===== src/rtl/apb_rr_arbiter.sv =====
// Round-robin arbiter that funnels NREQ requesters onto one APB master port.
// Performs one transfer at a time: IDLE -> SETUP -> ACCESS, with a wait-state timeout.
module apb_rr_arbiter #(
  parameter int NREQ = 4,
  parameter int TMO  = 16
) (
  input  logic                 Pclk,
  input  logic                 Prst,
  input  logic [NREQ-1:0]      req,
  input  logic [NREQ-1:0]      req_wr,
  input  logic [32*NREQ-1:0]   req_addr,
  input  logic [32*NREQ-1:0]   req_wdata,
  output logic [NREQ-1:0]      ack,
  output logic [31:0]          rsp_rdata,
  output logic                 rsp_err,
  output logic [31:0]          Paddr,
  output logic                 PSELx,
  output logic                 P_en,
  output logic                 P_WR,
  output logic [31:0]          PWdata,
  input  logic [31:0]          PRdata,
  input  logic                 P_ready,
  input  logic                 P_slverr
);

  localparam int IW = (NREQ > 1) ? $clog2(NREQ) : 1;

  typedef enum logic [1:0] {
    IDLE   = 2'd0,
    SETUP  = 2'd1,
    ACCESS = 2'd2
  } state_e;

  state_e          state_q, state_d;
  logic [IW-1:0]   ptr_q, ptr_d;
  logic [IW-1:0]   gnt_q, gnt_d;
  logic [31:0]     addr_q, addr_d;
  logic [31:0]     wdata_q, wdata_d;
  logic            wr_q, wr_d;
  logic [4:0]      cnt_q, cnt_d;

  logic            any_req;
  logic            hi_found;
  logic [IW-1:0]   hi_pick;
  logic [IW-1:0]   lo_pick;
  logic [IW-1:0]   pick;

  logic            xfer_ok;
  logic            xfer_tmo;
  logic            xfer_done;

  // Two passes folded into one loop: lowest requester at or above ptr wins,
  // otherwise wrap around to the lowest requester overall.
  // NOTE: every variable assigned in an always_comb gets a default first so
  // no path leaves it unassigned, which would infer a latch.
  always_comb begin
    any_req  = 1'b0;
    hi_found = 1'b0;
    hi_pick  = '0;
    lo_pick  = '0;
    for (int i = NREQ - 1; i >= 0; i--) begin
      if (req[i]) begin
        any_req = 1'b1;
        lo_pick = IW'(i);
        if (IW'(i) >= ptr_q) begin
          hi_found = 1'b1;
          hi_pick  = IW'(i);
        end
      end
    end
    pick = hi_found ? hi_pick : lo_pick;
  end

  assign xfer_ok   = (state_q == ACCESS) && P_ready;
  assign xfer_tmo  = (state_q == ACCESS) && !P_ready && (cnt_q == 5'(TMO - 1));
  assign xfer_done = xfer_ok || xfer_tmo;

  always_comb begin
    state_d = state_q;
    ptr_d   = ptr_q;
    gnt_d   = gnt_q;
    addr_d  = addr_q;
    wdata_d = wdata_q;
    wr_d    = wr_q;
    cnt_d   = cnt_q;

    unique case (state_q)
      IDLE: begin
        if (any_req) begin
          gnt_d   = pick;
          addr_d  = req_addr[32*int'(pick) +: 32];
          wdata_d = req_wdata[32*int'(pick) +: 32];
          wr_d    = req_wr[pick];
          cnt_d   = '0;
          state_d = SETUP;
        end
      end

      SETUP: begin
        state_d = ACCESS;
      end

      ACCESS: begin
        if (xfer_done) begin
          state_d = IDLE;
          ptr_d   = (gnt_q == IW'(NREQ - 1)) ? '0 : gnt_q + 1'b1;
        end else begin
          cnt_d = cnt_q + 5'd1;
        end
      end

      default: begin
        state_d = IDLE;
      end
    endcase
  end

  // NOTE: sequential state uses non-blocking assignments so every register
  // samples the pre-edge value of its inputs, independent of statement order.
  // NOTE: the grant registers are small datapath flops, not a memory array,
  // so they are cleared on reset along with the control state.
  always_ff @(posedge Pclk) begin
    if (Prst) begin
      state_q <= IDLE;
      ptr_q   <= '0;
      gnt_q   <= '0;
      addr_q  <= '0;
      wdata_q <= '0;
      wr_q    <= 1'b0;
      cnt_q   <= '0;
    end else begin
      state_q <= state_d;
      ptr_q   <= ptr_d;
      gnt_q   <= gnt_d;
      addr_q  <= addr_d;
      wdata_q <= wdata_d;
      wr_q    <= wr_d;
      cnt_q   <= cnt_d;
    end
  end

  // Bus outputs are masked whenever no transfer is in flight.
  always_comb begin
    PSELx  = (state_q != IDLE);
    P_en   = (state_q == ACCESS);
    Paddr  = PSELx ? addr_q  : '0;
    PWdata = PSELx ? wdata_q : '0;
    P_WR   = PSELx ? wr_q    : 1'b0;
  end

  always_comb begin
    ack = '0;
    for (int i = 0; i < NREQ; i++) begin
      ack[i] = xfer_done && (gnt_q == IW'(i));
    end
    rsp_err   = xfer_tmo || (xfer_ok && P_slverr);
    rsp_rdata = (xfer_ok && !wr_q) ? PRdata : '0;
  end

endmodule


===== config.mk =====
export PLATFORM = sky130hd
export DESIGN_NAME = apb_rr_arbiter
export DESIGN_NICKNAME = d
export VERILOG_FILES = /design/src/rtl/apb_rr_arbiter.sv
export SDC_FILE = /design/constraint.sdc
export NUM_CORES = 1
export LEC_CHECK = 0
export CAP_MARGIN = 0
export CELL_PAD_IN_SITES_DETAIL_PLACEMENT = 0
export CELL_PAD_IN_SITES_GLOBAL_PLACEMENT = 2
export CORE_UTILIZATION = 18
export CTS_CLUSTER_DIAMETER = 80
export DETAILED_ROUTE_END_ITERATION = 8
export GPL_ROUTABILITY_DRIVEN = 0
export MAX_ROUTING_LAYER = met4
export PLACE_DENSITY_LB_ADDON = 0.12
export SETUP_SLACK_MARGIN = 0.5
export SYNTH_ARGS = -nofsm -noshare
export SYNTH_HDL_FRONTEND = slang
export SYNTH_SLANG_ARGS = --single-unit

===== constraint.sdc =====
create_clock -name Pclk -period 2.1 [get_ports Pclk]
set_input_delay 0.21 -clock Pclk [delete_from_list [all_inputs] [get_ports Pclk]]
set_output_delay 0.21 -clock Pclk [all_outputs]
set_load 0.01 [all_outputs]

==> reports/results.tsv, run 1 <==
stage	metric	value	unit
drt	vias per cell	4.170	
logic_synthesis	register area share after synthesis	28.52	%
placed_design	Cells after DPL	1336	
drt	DR WL/cell	18.50	um
sta	Worst slew margin	72.78	%
finish	share of cells above drive strength 1	30.68	%
clock_network	clock buffer depth	2	
clock_network	CTS Buf Count	9	
floorplanning	Die ar.	30320	um^2
global_route	first-pass GRT wire length	34650	um
logic_synthesis	Top FF cell, synth	dfxtp_1	
sta	clock skew	8.968	ps
floorplanning	Die Ht	174.1	um
logic_synthesis	Cell Area, Synth	5334	um^2
drt	starting DRC count in detailed routing	174	
logic_synthesis	count leader, synth	mux2i_1	
sta	FMAX	545.3	MHz
clock_network	clk slew on worst S/H paths	70	ps
status	outcome	finished, final reports clean	
logic_synthesis	top cell type's share of synthesized area	28.52	%
logic_synthesis	area fraction in compound gates after synthesis	18.48	%
sta	period utilisation layout	87.32	%
finish	Final #Nets	1319	
logic_synthesis	synth unique cells	33	
clock_network	Root Driver	clkbuf_16	
global_route	pin count of the biggest net entering global routing	38	
placed_design	Final HPWL DP	17650	um
logic_synthesis	largest family of logic cells by synthesized area	multiplexers	
logic_synthesis	top cells by count, synth	133 x mux2i_1, 103 x and2_1, 76 x dfxtp_1	
logic_synthesis	Yosys reg bits	76	
global_route	number of antenna violations at the first check in global routing	1	
sta	RSZ-0062 raised after global routing	yes	
floorplanning	# rows	62	
clock_network	H-tree levels	3	
power	leakage	4.670	nW
setup_path	WP data required	1890	ps
global_route	gr usage total	15.49	%
logic_synthesis	yosys warns	0	
clock_network	TritonCTS Sinks	76	
logic_synthesis	Post-Syn Nets	857	
logic_synthesis	xor/xnor share of the synthesized area	0.3284	%
floorplanning	core area	28940	um^2
sta	Final Hold Violating Endpoints	0	
drt	first-pass iteration count of the detailed router	4	
drt	DRC	0	
logic_synthesis	Simple-Gate Fraction of Synth Area	19.61	%
sta	fin. max-slew vios	0	
finish	Area growth syn-to-layout	118.4	%
logic_synthesis	Post-Synthesis Cells	551	
drt	final wirelength	25940	um
logic_synthesis	Avg Cell Area, Syn	9.680	um^2
global_route	number of global-route vias before repair	5936	
sta	Final setup viols	0	
sta	Slew @ Worst Pin	407.4	ps
global_route	total grt overflow	0	
logic_synthesis	EDFF count, synth	0	
clock_network	CTS tree	yes	
sta	Final Critical Period	1834	ps
floorplanning	die width	174.1	um
logic_synthesis	async set-reset flop share out of synthesis	0	%
drt	via count	5846	
power	peak supply drop	0.3530	mV
floorplanning	IO Pins	404	
sta	sum of negative setup slack	0	ps
hold_path	Min-Delay Path Class	reg2reg	
floorplanning	Initial Utilization	18.43	%
logic_synthesis	Adder-Cell Fraction of Synth Area	1.407	%
flow_run	max-cap viol count	0	
setup_path	CP Class	reg2out	
finish	Final Non-Filler Cells	1402	
clock_network	clock latency on the worst-skew pair	340	ps
setup_path	Max FO, Critical Path	8	
setup_path	element type at the critical path end	primary output	
placed_design	IO buf count	403	
logic_synthesis	area leader, netlist	dfxtp_1	
logic_synthesis	Area contributors post-synth	dfxtp_1 29%, mux2i_1 25%, o221ai_2 14%	
logic_synthesis	fraction of synthesized area in multiplexers	24.96	%
setup_path	type of origin of the critical path	flop	
drt	Final ANT Viol Nets	0	
setup_path	arrival time at the worst endpoint	1620	ps
power	PD cells	505.4	nW/um^2
## critical path, cell delays in order (launching register included)
cell	delay, ps
dfxtp_2	320
nand2b_4	150
nor3b_4	190
buf_6	180
buf_12	110
buf_16	110
and2_1	110
buf_2	120
## flip-flops by register name, indices dropped and copies added, names as in the netlist
signal   count
cnt_q        5
state_q      2
addr_q      32
wdata_q     32
wr_q         1
ptr_q        2
gnt_q        2
## timing repair
item / 4_1_cts / 5_1_grt
resized for setup: 295 / 154
pin swaps: 19 / 83
cloned: 3 / 20
hold buffers: 0 / 0
buffers inserted: 8 / 19
endpoints found under the setup margin: 172 / 174
## metrics by stage
| stage | setup slack (ps) | utilization, % | hold WS (ps) | power [mW] | instance area [um^2] |
|---|---|---|---|---|---|
| after floorplan | 498.9 | - | 388.3 | 2.595 | 5348 |
| after global placement | -33.04 | 35.07 | 437.3 | 3.776 | 10150 |
| after detailed placement | -30.89 | 35.07 | 438.6 | 3.765 | 10150 |
| after CTS | 221.2 | 36.55 | 459.5 | 5.617 | 10580 |
| after global routing | 170.3 | 40.27 | 469.3 | 6.214 | 11650 |
| final | 266.3 | 40.27 | 454.5 | 5.889 | 11650 |
## kinds of logic after synthesis
group / Yosys count
and+or+nand+nor: 197
adders and majority gates: 6
xor gates and xnor gates: 2
DFF: 76
buffers and inverters: 56
muxes: 133
AOI/OAI and AO/OA: 81
## metal layers
layer  routed length, um  GRT usage, %  share of wire [%]  up-vias
li1                    -             -                  -     2911
met1               10750         17.34                 41     2670
met2               13050         27.05                 50      252
met3                1886         4.549                7.3       13
met4                 259         3.326                1.0        0
met5                   0             -                  0        -
## worst paths after layout
check	end	startpoint	cells past startpoint	slack [ps]
max	rsp_rdata[9]	state_q[0]	7	270
min	addr_q[20]	addr_q[20]	2	450
max reg2reg	addr_q[11]	state_q[0]	8	280
min reg2reg	addr_q[20]	addr_q[20]	2	450
## power by group
group / internal, mW / switching, mW / total (mW)
Clock: 1.10 / 0.673 / 1.77
Combinational: 1.47 / 0.934 / 2.40
Sequential: 1.62 / 0.0902 / 1.71
Total: 4.19 / 1.70 / 5.89
## layout make-up
type | count | area [um^2]
timing repair buffer | 497 | 5466
multi-input combinational | 420 | 3814
fill | 2834 | 17280
sequential | 76 | 1529
clock buffer | 11 | 252.7
tap | 384 | 480.5
antenna | 1 | 2.502
clock inverter | 4 | 72.57
inverter | 9 | 33.78
## cell usage in the layout (no fill, tap or decap), types with 24 or more instances in the layout
master           netlist  routed
dlygate4sd2_1          0      39
o221ai_2              51      57
clkdlybuf4s50_1        0     298
mux2i_1              133     127
buf_4                  4      29
clkbuf_16              0      24
buf_6                 14      66
buf_12                 0      24
dfxtp_1               76      70
and2_1               103      56
nand2_1               71      67
and2_4                 0      47
(Power assumes the default switching activity.)
==> run 2: changes to the inputs <==
- TNS_END_PERCENT: not set -> 1
==> reports/results.tsv, run 2 (synthesis results as in run 1) <==
stage	metric	value	unit
status	outcome	finished, final reports clean	
drt	final wirelength	22980	um
clock_network	CTS Buf Count	9	
clock_network	Root Driver	clkbuf_16	
sta	period utilisation layout	88.02	%
global_route	GRT met2 Usage	26.88	%
finish	share of cells above drive strength 1	17.80	%
sta	RSZ-0062 raised after global routing	yes	
placed_design	Placement Cell Area	10150	um^2
global_route	number of global-route vias before repair	5885	
global_route	global route hottest layer	met2	
drt	first-pass iteration count of the detailed router	4	
floorplanning	Initial Utilization	18.43	%
finish	Final #Nets	1274	
floorplanning	die width	174.1	um
global_route	number of antenna violations at the first check in global routing	1	
setup_path	element type at the critical path end	primary output	
floorplanning	core area	28940	um^2
sta	FMAX	541.0	MHz
floorplanning	IO Pins	404	
drt	DRC	0	
sta	Final setup viols	0	
setup_path	type of origin of the critical path	flop	
floorplanning	Die Ht	174.1	um
global_route	total grt overflow	0	
placed_design	Cells after DPL	1336	
finish	Area growth syn-to-layout	95.21	%
setup_path	Max FO, Critical Path	5	
drt	DR WL/cell	16.93	um
finish	commonest cells after routing, fill and taps aside	301 x clkdlybuf4s50_1, 133 x mux2i_1, 102 x and2_1	
global_route	first-pass GRT wire length	34170	um
finish	post-layout util	35.99	%
finish	fillers	2928	
drt	starting DRC count in detailed routing	104	
global_route	pin count of the biggest net entering global routing	38	
sta	Slew @ Worst Pin	364.1	ps
power	leakage	4.165	nW
global_route	met3 global-route usage	4.593	%
sta	clock skew	9.062	ps
global_route	gr usage total	15.27	%
setup_path	CP Class	reg2out	
power	total power	5.407	mW
clock_network	clock buffer depth	2	
drt	via count	5573	
setup_path	arrival time at the worst endpoint	1640	ps
clock_network	H-tree levels	3	
sta	Worst slew margin	75.65	%
placed_design	IO buf count	403	
finish	Final Non-Filler Cells	1357	
clock_network	TritonCTS Sinks	76	
setup_path	WP data required	1890	ps
power	peak supply drop	0.3646	mV
finish	biggest regs	addr_q: 32 flops, wdata_q: 32 flops, cnt_q: 5 flops	
finish	Finished Cell Area	10410	um^2
sta	fin. max-slew vios	0	
clock_network	clock latency on the worst-skew pair	350	ps
floorplanning	Die ar.	30320	um^2
power	PD cells	519.3	nW/um^2
drt	vias per cell	4.107	
floorplanning	# rows	62	
hold_path	Min-Delay Path Class	reg2reg	
sta	Final Hold Violating Endpoints	0	
sta	Final Critical Period	1848	ps
flow_run	max-cap viol count	0	
clock_network	Post-CTS Hold Fix Bufs	0	
placed_design	Final HPWL DP	17650	um
finish	commonest non-fill, non-tap cell in the layout	clkdlybuf4s50_1	
global_route	met1 Use GR	16.94	%
clock_network	CTS tree	yes	
drt	Final ANT Viol Nets	0	
clock_network	clk slew on worst S/H paths	60	ps
sta	worst hold slack	452.8	ps
## run 2: cell types whose count changed in the layout (fill, tap and decap cells not counted), sizes merged
cell	previous run	this run
clkbuf	29	33
clkdlybuf4s50	298	301
nand2	72	71
buf	129	58
dlygate4sd2	39	63
clkdlybuf4s15	10	9
dlymetal6s2s	3	0
## run 2: per-stage QoR
stage               worst slack (ps)  setup TNS, ps
CTS                            221.2              0
floorplan                      498.9              0
finish                         251.6              0
detailed placement            -30.89         -284.9
global route                   188.1              0
global placement              -33.04         -218.4
## run 2: final timing paths
check	startpoint	cells past startpoint	end	slack, ps
worst max register to register	state_q[0]	7	addr_q[22]	290
worst min-delay path	addr_q[20]	2	addr_q[20]	450
worst min register to register	addr_q[20]	2	addr_q[20]	450
worst max-delay path	cnt_q[0]	7	ack[2]	250
## run 2: layout make-up
| class | count | area (um^2) | area share [%] |
|---|---|---|---|
| diodes | 1 | 2.502 | 0.02403 |
| clock buffers | 11 | 252.7 | 2.427 |
| clock inverters | 4 | 72.57 | 0.6969 |
| inverters | 9 | 33.78 | 0.3244 |
| multi-input cells | 419 | 3572 | 34.31 |
| flip-flops and latches | 76 | 1526 | 14.66 |
| well taps | 384 | 480.5 | 4.614 |
| repair buffers | 453 | 4472 | 42.95 |
## run 2: report_power, final
part,switching (mW),internal [mW],leakage (nW)
Clock,0.671,1.10,0.158
Combinational,0.786,1.14,3.38
Sequential,0.0850,1.62,0.628
## run 2: timing repair
item	in CTS	in global routing
pin swaps	10	3
endpoints found under the setup margin	172	174
hold endpoints to repair	0	0
resized for setup	179	29
setup buffers	2	1
gates cloned	1	1
## run 2: worst max-delay path, cell delays in order (launching register included)
cell	delay [ps]
dfxtp_2	340
ha_4	160
and3_4	180
ha_4	170
nor2_4	130
nor2_4	60
and2_1	130
buf_2	130
## run 2: per-layer routing
metal / part of all wire, % / up-vias / routed length (um)
met5: 0 / - / 0
met3: 8.2 / 10 / 1874
li1: - / 2811 / -
met4: 0.90 / 0 / 207
met2: 51 / 255 / 11630
met1: 40 / 2497 / 9266
==> run 3: changes to the inputs <==
- ABC_CLOCK_PERIOD_IN_PS: not set -> 2100
==> results of run 3 <==
The final DEF is identical to that of run 2; final timing and power are the same.
